==> src/rtl/matmul_pkg.sv <==
// matmul_pkg: shared definitions for the matmul tile accumulator.
//   state_e : controller FSM states (IDLE, LOAD, COMPUTE, DRAIN)
//   acc_w() : accumulator/result width for a given operand precision (4*P)
// The operand/accumulator array typedefs depend on the M/N/K/P parameters
// of the instantiating module, so they are declared there in terms of acc_w().
package matmul_pkg;

  typedef enum logic [1:0] {
    ST_IDLE    = 2'd0,
    ST_LOAD    = 2'd1,
    ST_COMPUTE = 2'd2,
    ST_DRAIN   = 2'd3
  } state_e;

  function automatic int acc_w(input int p);
    return 4 * p;
  endfunction

endpackage

==> src/rtl/matmul_tile_perf_counters.sv <==
// matmul_tile_perf_counters: two saturating 32-bit event counters.
//   clk, rst_n : clock, asynchronous active-low reset
//   clr_i      : synchronous clear (job start), has priority over counting
//   busy_i     : cycle-count enable
//   stall_i    : stall-count enable
//   cycles_o   : number of busy cycles since the last clear
//   stalls_o   : number of stall cycles since the last clear
module matmul_tile_perf_counters (
  input  logic        clk,
  input  logic        rst_n,
  input  logic        clr_i,
  input  logic        busy_i,
  input  logic        stall_i,
  output logic [31:0] cycles_o,
  output logic [31:0] stalls_o
);

  logic [31:0] cycles_q, cycles_d;
  logic [31:0] stalls_q, stalls_d;

  always_comb begin
    cycles_d = cycles_q;
    stalls_d = stalls_q;
    if (clr_i) begin
      cycles_d = '0;
      stalls_d = '0;
    end else begin
      // Hold at all-ones instead of wrapping.
      if (busy_i && !(&cycles_q)) cycles_d = cycles_q + 32'd1;
      if (stall_i && !(&stalls_q)) stalls_d = stalls_q + 32'd1;
    end
  end

  always_ff @(posedge clk or negedge rst_n) begin
    if (!rst_n) begin
      cycles_q <= '0;
      stalls_q <= '0;
    end else begin
      cycles_q <= cycles_d;
      stalls_q <= stalls_d;
    end
  end

  assign cycles_o = cycles_q;
  assign stalls_o = stalls_q;

endmodule

==> src/rtl/matmul_tile_accumulator.sv <==
// matmul_tile_accumulator: sequential controller wrapped around an external,
// combinational matrix_multiplication_accumulation block (D = C + A*B).
// A job of cfg_num_tiles K-chunks is accumulated by feeding D back as C, so
// the result has an effective inner dimension of K*num_tiles.
// Ports:
//   clk, rst_n                 clock, asynchronous active-low reset
//   cfg_valid/cfg_ready        job start handshake; cfg_num_tiles, cfg_halved,
//                              cfg_bias (initial accumulator) sampled on it
//   in_valid/in_ready          tile handshake; in_a (MxK), in_b (KxN)
//   mm_a, mm_b, mm_c, mm_halved drive the matmul A, B, C, halvedPrecision
//   mm_d                       matmul D result
//   out_valid/out_ready        result handshake; out_d is the accumulator
//   busy                       high whenever the FSM is not IDLE
// Optional feature (macro MATMUL_TILE_PERF_CNT_EN): adds perf_cycles and
// perf_stalls saturating counters, cleared at each job start.
module matmul_tile_accumulator
  import matmul_pkg::*;
#(
  parameter int M      = 2,
  parameter int N      = 2,
  parameter int K      = 2,
  parameter int P      = 8,
  parameter int TILE_W = 8
) (
  input  logic                                 clk,
  input  logic                                 rst_n,
  input  logic                                 cfg_valid,
  output logic                                 cfg_ready,
  input  logic [TILE_W-1:0]                    cfg_num_tiles,
  input  logic                                 cfg_halved,
  input  logic [M-1:0][N-1:0][acc_w(P)-1:0]    cfg_bias,
  input  logic                                 in_valid,
  output logic                                 in_ready,
  input  logic [M-1:0][K-1:0][P-1:0]           in_a,
  input  logic [K-1:0][N-1:0][P-1:0]           in_b,
  output logic [M-1:0][K-1:0][P-1:0]           mm_a,
  output logic [K-1:0][N-1:0][P-1:0]           mm_b,
  output logic [M-1:0][N-1:0][acc_w(P)-1:0]    mm_c,
  output logic                                 mm_halved,
  input  logic [M-1:0][N-1:0][acc_w(P)-1:0]    mm_d,
  output logic                                 out_valid,
  input  logic                                 out_ready,
  output logic [M-1:0][N-1:0][acc_w(P)-1:0]    out_d,
  output logic                                 busy
`ifdef MATMUL_TILE_PERF_CNT_EN
  ,
  output logic [31:0]                          perf_cycles,
  output logic [31:0]                          perf_stalls
`endif
);

  localparam int ACC_W = acc_w(P);

  typedef logic [M-1:0][K-1:0][P-1:0]     a_tile_t;
  typedef logic [K-1:0][N-1:0][P-1:0]     b_tile_t;
  typedef logic [M-1:0][N-1:0][ACC_W-1:0] acc_t;

  state_e            state_q, state_d;
  a_tile_t           a_q, a_d;
  b_tile_t           b_q, b_d;
  acc_t              acc_q, acc_d;
  logic [TILE_W-1:0] rem_q, rem_d;
  logic              halved_q, halved_d;

  logic cfg_hs, in_hs, out_hs;

  // Handshake readiness is a pure state decode.
  assign cfg_ready = (state_q == ST_IDLE);
  assign in_ready  = (state_q == ST_LOAD);
  assign out_valid = (state_q == ST_DRAIN);
  assign busy      = (state_q != ST_IDLE);

  assign cfg_hs = cfg_valid & cfg_ready;
  assign in_hs  = in_valid & in_ready;
  assign out_hs = out_valid & out_ready;

  always_comb begin
    state_d  = state_q;
    a_d      = a_q;
    b_d      = b_q;
    acc_d    = acc_q;
    rem_d    = rem_q;
    halved_d = halved_q;
    case (state_q)
      ST_IDLE: begin
        if (cfg_hs) begin
          acc_d    = cfg_bias;
          rem_d    = cfg_num_tiles;
          halved_d = cfg_halved;
          state_d  = (cfg_num_tiles != '0) ? ST_LOAD : ST_DRAIN;
        end
      end
      ST_LOAD: begin
        if (in_hs) begin
          a_d     = in_a;
          b_d     = in_b;
          state_d = ST_COMPUTE;
        end
      end
      ST_COMPUTE: begin
        // The matmul is combinational: D already reflects C + A*B here.
        acc_d   = mm_d;
        rem_d   = rem_q - TILE_W'(1);
        state_d = (rem_q == TILE_W'(1)) ? ST_DRAIN : ST_LOAD;
      end
      ST_DRAIN: begin
        if (out_hs) state_d = ST_IDLE;
      end
      default: state_d = ST_IDLE;
    endcase
  end

  always_ff @(posedge clk or negedge rst_n) begin
    if (!rst_n) begin
      state_q  <= ST_IDLE;
      a_q      <= '0;
      b_q      <= '0;
      acc_q    <= '0;
      rem_q    <= '0;
      halved_q <= 1'b0;
    end else begin
      state_q  <= state_d;
      a_q      <= a_d;
      b_q      <= b_d;
      acc_q    <= acc_d;
      rem_q    <= rem_d;
      halved_q <= halved_d;
    end
  end

  assign mm_a      = a_q;
  assign mm_b      = b_q;
  assign mm_c      = acc_q;
  assign mm_halved = halved_q;
  assign out_d     = acc_q;

`ifdef MATMUL_TILE_PERF_CNT_EN
  // A stall is a LOAD cycle without a tile or a DRAIN cycle without a taker.
  matmul_tile_perf_counters u_perf (
    .clk      (clk),
    .rst_n    (rst_n),
    .clr_i    (cfg_hs),
    .busy_i   (busy),
    .stall_i  ((in_ready & ~in_valid) | (out_valid & ~out_ready)),
    .cycles_o (perf_cycles),
    .stalls_o (perf_stalls)
  );
`endif

endmodule

==> config.mk <==
export PLATFORM = sky130hd
export DESIGN_NAME = matmul_tile_accumulator
export DESIGN_NICKNAME = d
export VERILOG_FILES = /design/src/rtl/matmul_pkg.sv /design/src/rtl/matmul_tile_perf_counters.sv /design/src/rtl/matmul_tile_accumulator.sv
export SDC_FILE = /design/constraint.sdc
export NUM_CORES = 1
export LEC_CHECK = 0
export CORE_AREA = 2 2 260 262
export CTS_CLUSTER_DIAMETER = 30
export CTS_CLUSTER_SIZE = 12
export DETAILED_ROUTE_END_ITERATION = 10
export DIE_AREA = 0 0 262 264
export PLACE_DENSITY = 0.44
export SYNTH_ARGS = -nofsm -noshare
export SYNTH_HDL_FRONTEND = slang
export SYNTH_SLANG_ARGS = --single-unit
==> constraint.sdc <==
create_clock -name clk -period 1.75 [get_ports clk]
set_clock_uncertainty 0.15 [all_clocks]
set_input_delay 0.175 -clock clk [delete_from_list [all_inputs] [get_ports clk]]
set_output_delay 0.175 -clock clk [all_outputs]
set_load 0.05 [all_outputs]
# After elaboration in Yosys (flattened, before gate mapping)
# Index checks and enable logic that the tools add are counted.
# totals
register_bits	203
output_inout_bits	325
wordCells	44
# op_classes
n_addsub	1
n_eq_ne	7
muxes	10
bitwise	3
n_reduce_logical	8
# op_table
cell	n
128-bit one-hot mux with 2 select lines	1
128-bit 2-to-1 mux	1
8-bit one-hot mux with 2 select lines	1
2-bit 2-to-1 mux	5
8-bit by 1-bit equality test with 1-bit output, second input constant	1
8-bit 2-to-1 mux	1
2-bit one-hot mux with 4 select lines	1
8-bit nonzero test	1
8-bit by 1-bit subtractor with 8-bit output, second input constant	1
2-bit by 1-bit inequality test with 1-bit output, second input constant	3
2-bit AND reduction	3
2-bit equality test, second input constant	2
2-bit nonzero test	2
1-bit bitwise AND	3
3-bit AND reduction	1
2-bit by 1-bit equality test with 1-bit output, second input constant	1
2-bit logical NOT	1

# Logic depth before layout (Yosys ltp)
# logic_depth
ltp_word	4
depth_mapped	7
depth_no_buf	5

# Least setup slack after synthesis
# OpenSTA, ideal clock, no wires.
# synth_path
kind	register to register
from	register state_q[0]
to	register rem_q[3]
t_arrival_ns	1.734
required_time_ns	1.501
slack_ns	-0.233
stages_incl_launch_ff	6
synth_period_minus_slack_ns	1.983
cell_sequence	dfrtp_1 buf_6 nor2_1 and2_1 a211oi_1 a311oi_1
# synth_between
elab_chain_len	4
# synth_rtl
item	line	rtl
start, declared	matmul_tile_accumulator.sv:58	state_e state_q, state_d;
start signal, assigned	matmul_tile_accumulator.sv:122	state_q <= state_d;
2-bit logical NOT (*)	matmul_tile_accumulator.sv:68	assign cfg_ready = (state_q == ST_IDLE);
net cfg_ready	matmul_tile_accumulator.sv:28	output logic cfg_ready,
1-bit bitwise AND	matmul_tile_accumulator.sv:73	assign cfg_hs = cfg_valid & cfg_ready;
2-bit by 1-bit inequality test with 1-bit output (no source line)	n/a	
2-bit AND reduction (no source line)	n/a	
end signal, assigned	matmul_tile_accumulator.sv:126	rem_q <= rem_d;
end, declared	matmul_tile_accumulator.sv:62	logic [TILE_W-1:0] rem_q, rem_d;
# The timed path passes the listed nets; every way through them passes the cells marked *.
# A chain may end at the register's enable or synchronous reset.

# Worst setup path after layout
# layout_path
from	register state_q[0]
to	output port busy
# layout_between
elab_chain_len	1
# layout_rtl
item	line	rtl
2-bit nonzero test	matmul_tile_accumulator.sv:71	assign busy = (state_q != ST_IDLE);
end, declared	matmul_tile_accumulator.sv:44	output logic busy
# No other way between the ends.

==> flow_metrics.tcl <==
set metrics [dict create \
    gp_congestion 0.817 \
    p_seq_frac 0.180 \
    syn_to_final_growth_pct 124 \
    setup.worst_path.start_class "flop" \
    ys_seq_area_frac 0.521 \
    synthCells 1044 \
    clock_latency_ps 570 \
    coreArea_mm2 0.0666 \
    netSwitchingFraction 0.495 \
    viasPerCell 3.88 \
    grt_max_degree 44 \
    io_pins 659 \
    die-area_mm2 0.0692 \
    p_int_mw 26.6 \
    rows 95 \
    status "finished with violations" \
    vias 10900 \
    grt_pass1_wl_mm 68.1 \
    drtIter0Drc 500 \
    grt_util_all_layers 0.131 \
    synth-edff-count 0 \
    synth-seq-cells 203 \
    clock.fmax_mhz 538 \
    drv_cap 0 \
    rsz0062_at_grt "yes" \
    required_ps 1420 \
    critical_path.cell_chain "buf_8 > nor2_4 > buf_6 > inv_4 > buf_12" \
    leakage_nw 9.54 \
    die_h_um 264 \
    dieWidth_um 262 \
    hold_class "input port to flop" \
    worstHoldStart "mm_d[118]" \
    slowest_delay_ps 410 \
    tightest_slew_ps 604 \
    root_buffer "clkbuf_16" \
    reg2reg_to "mm_c[52]$_DFFE_PN0P_" \
    crit_arrival_ps 1540 \
    synth_area_mm2 0.00976 \
    drc 0 \
    path_buf_inv 4 \
    reg2reg_slack_ps -110 \
    critPathKind "flop to primary output" \
    cts_tree "yes" \
    crit_family "buffers and inverters" \
    endpoint_kind "primary output" \
    cts_made_buffers 69 \
    setup_violations 148 \
    period_minus_slack_ps 1860 \
    hold_path_end "mm_c[118]$_DFFE_PN0P_" \
    hold_viol 0 \
    p_clk_frac 0.226 \
    synth_nets 1380 \
    wl_per_cell_um 18.5 \
    clkTransAtPathRegs_ps 40 \
    antenna_found_initial 2 \
    place_hpwl_mm 34.0 \
    async_reset_ff_frac 1.00 \
    htreeDepth 3 \
    start_util 0.147 \
    cts_sinks 203 \
    multi_input_area_mm2 0.00365 \
    drv_slew 0 \
    overflow 0 \
    regArea_mm2 0.00508 \
    reg2regPathDepth 8 \
    combPwrFrac 0.594 \
    syn_area_per_cell_um2 9.35 \
    violations "setup timing" \
    dp.cells 2458 \
    power_switching_mw 26.1 \
    ir_drop_uv 1470 \
    drive_gt1_frac 0.359 \
    clk_path_buf_depth 3 \
    slowest_stage "dfrtp_2" \
    fillCellCount 6865 \
    rr_startpoint "state_q[1]$_DFFE_PN0P_" \
    grt_pass1_vias 11200 \
    synth_cell_type_count 40 \
    holdPathStages 3 \
    critical_path.max_fanout 3 \
    layout_setup_ws_ps -110 \
    slew_headroom 0.596 \
    p_per_area_mw_per_mm2 2420 \
    dr.pass1.iters 5 \
    fin_crit_sh 1.06 \
    layout.cells.non_filler 2815 \
    ant_nets 0 \
    portBuffers 658 \
    antennaDiodeCount 0 \
    layout.nets 2226 \
    drt-total-wl_mm 52.2 \
    hold_slack_ps 36.2 \
    synth_ff_type "dfrtp_1" \
    yosysWarnings 0 \
]
## cell usage in the layout, fill, tap and decap left out, types with 3 or more instances in the layout
master and instances:
nand2_2 17, buf_6 26, clkbuf_1 13, dfrtp_1 201, nor2_1 116, nand3_1 3, clkdlybuf4s50_1 332, dlygate4sd3_1 177
nand2_1 244, a21oi_1 5, buf_16 9, buf_8 9, a31oi_1 124, clkbuf_8 21, nand2_4 6, buf_12 30
nor2_2 13, inv_1 3, nor2_4 9, mux2_2 64, clkinv_2 11, nor2b_4 3, clkbuf_16 95, a31oi_2 3
buf_4 362
## worst reg2reg max path, stage by stage (launching register included)
cell,delay (ps)
dfrtp_2,440
buf_6,140
buf_6,110
buf_6,110
nand2b_4,170
buf_12,190
clkbuf_16,220
nand2_2,60
a31oi_1,170
## power groups by stage
stage	Combinational (mW)	Clock (mW)	Sequential, mW
2_1_floorplan	12.4	0	16.5
6_report	31.3	11.9	9.52
5_1_grt	32.7	12.5	9.83
3_3_place_gp	27.7	0	9.40
4_1_cts	29.0	12.2	9.47
3_5_place_dp	27.8	0	9.47
## area by class of cell
| class | instances | share of cell area |
|---|---|---|
| multi-input combinational | 642 | 0.167 |
| sequential | 203 | 0.233 |
| clock buffer | 104 | 0.0956 |
| inverter | 4 | 0.000801 |
| clock inverter | 19 | 0.00985 |
| timing repair buffer | 970 | 0.444 |
| tap | 873 | 0.0500 |
## cell usage after synthesis, types with 2 or more instances
cell type  number  area, µm²
buf_2          55        275
ha_1            2       25.0
a31oi_1       129        807
nor2b_1         4       25.0
nor3_1          2       10.0
clkbuf_1        9       33.8
buf_4         130        976
nand2_1       266        998
mux2_2         64        721
a21oi_1         6       30.0
a211oi_1        2       15.0
o21ai_0         2       10.0
inv_1           4       15.0
nor3b_1         2       15.0
nand3_1         3       15.0
nor2_1        137        514
and2_1          2       12.5
dfrtp_1       203       5080
## state kept, by name, indices dropped and copies added (netlist names)
signal	flops
mm_halved	1
rem_q	8
mm_a	32
mm_c	128
mm_b	32
state_q	2
## worst max-delay path by stage
stage                            from                    to  slack [ps]  depth (start not counted)
6_report       state_q[0]$_DFFE_PN0P_                  busy        -110                          5
5_1_grt        state_q[0]$_DFFE_PN0P_  mm_c[51]$_DFFE_PN0P_        -190                          9
4_1_cts        state_q[0]$_DFFE_PN0P_                  busy        -170                          5
3_5_place_dp                 in_valid  mm_a[10]$_DFFE_PN0P_        -120                          6
3_3_place_gp                 in_valid  mm_a[10]$_DFFE_PN0P_        -110                          6
2_1_floorplan  state_q[0]$_DFFE_PN0P_  rem_q[3]$_DFFE_PN0P_          30                          5
## through the flow
step	setup TNS [ps]	setup slack, ps	total power [mW]	area, µm²	utilization
after floorplan	0	34.6	28.9	9760	-
after global placement	-6710	-109	37.1	16300	0.244
after detailed placement	-7070	-116	37.3	16300	0.244
after CTS	-3710	-173	50.7	20700	0.311
after global routing	-16680	-185	55.1	21900	0.328
final	-5960	-110	52.8	21900	0.328
## cells by family after synthesis
family / after synthesis / synth area share
flip-flops: 203 / 0.521
AO/OA/AOI/OAI: 148 / 0.0959
buffers and inverters: 199 / 0.134
multiplexers: 65 / 0.0749
AND/OR/NAND/NOR: 427 / 0.172
adder cells (fa/ha/maj): 2 / 0.00256
## metal layers
layer,GRT usage,share of wire,up-vias,wire length [µm]
li1,-,-,5094,-
met5,0,0,-,0
met1,0.152,0.40,5290,21100
met4,0.0548,0.029,0,1490
met2,0.231,0.51,443,26500
met3,0.0275,0.060,84,3130
## repair_timing
action	4_1_cts	5_1_grt
pin swaps	11	42
gates cloned	4	28
hold buffers	178	0
setup buffers	12	13
resized for setup	44	99
endpoints found under the setup margin	5	191
endpoints found under the hold margin	315	0
Note: power is estimated with default switching activity, not from simulation.
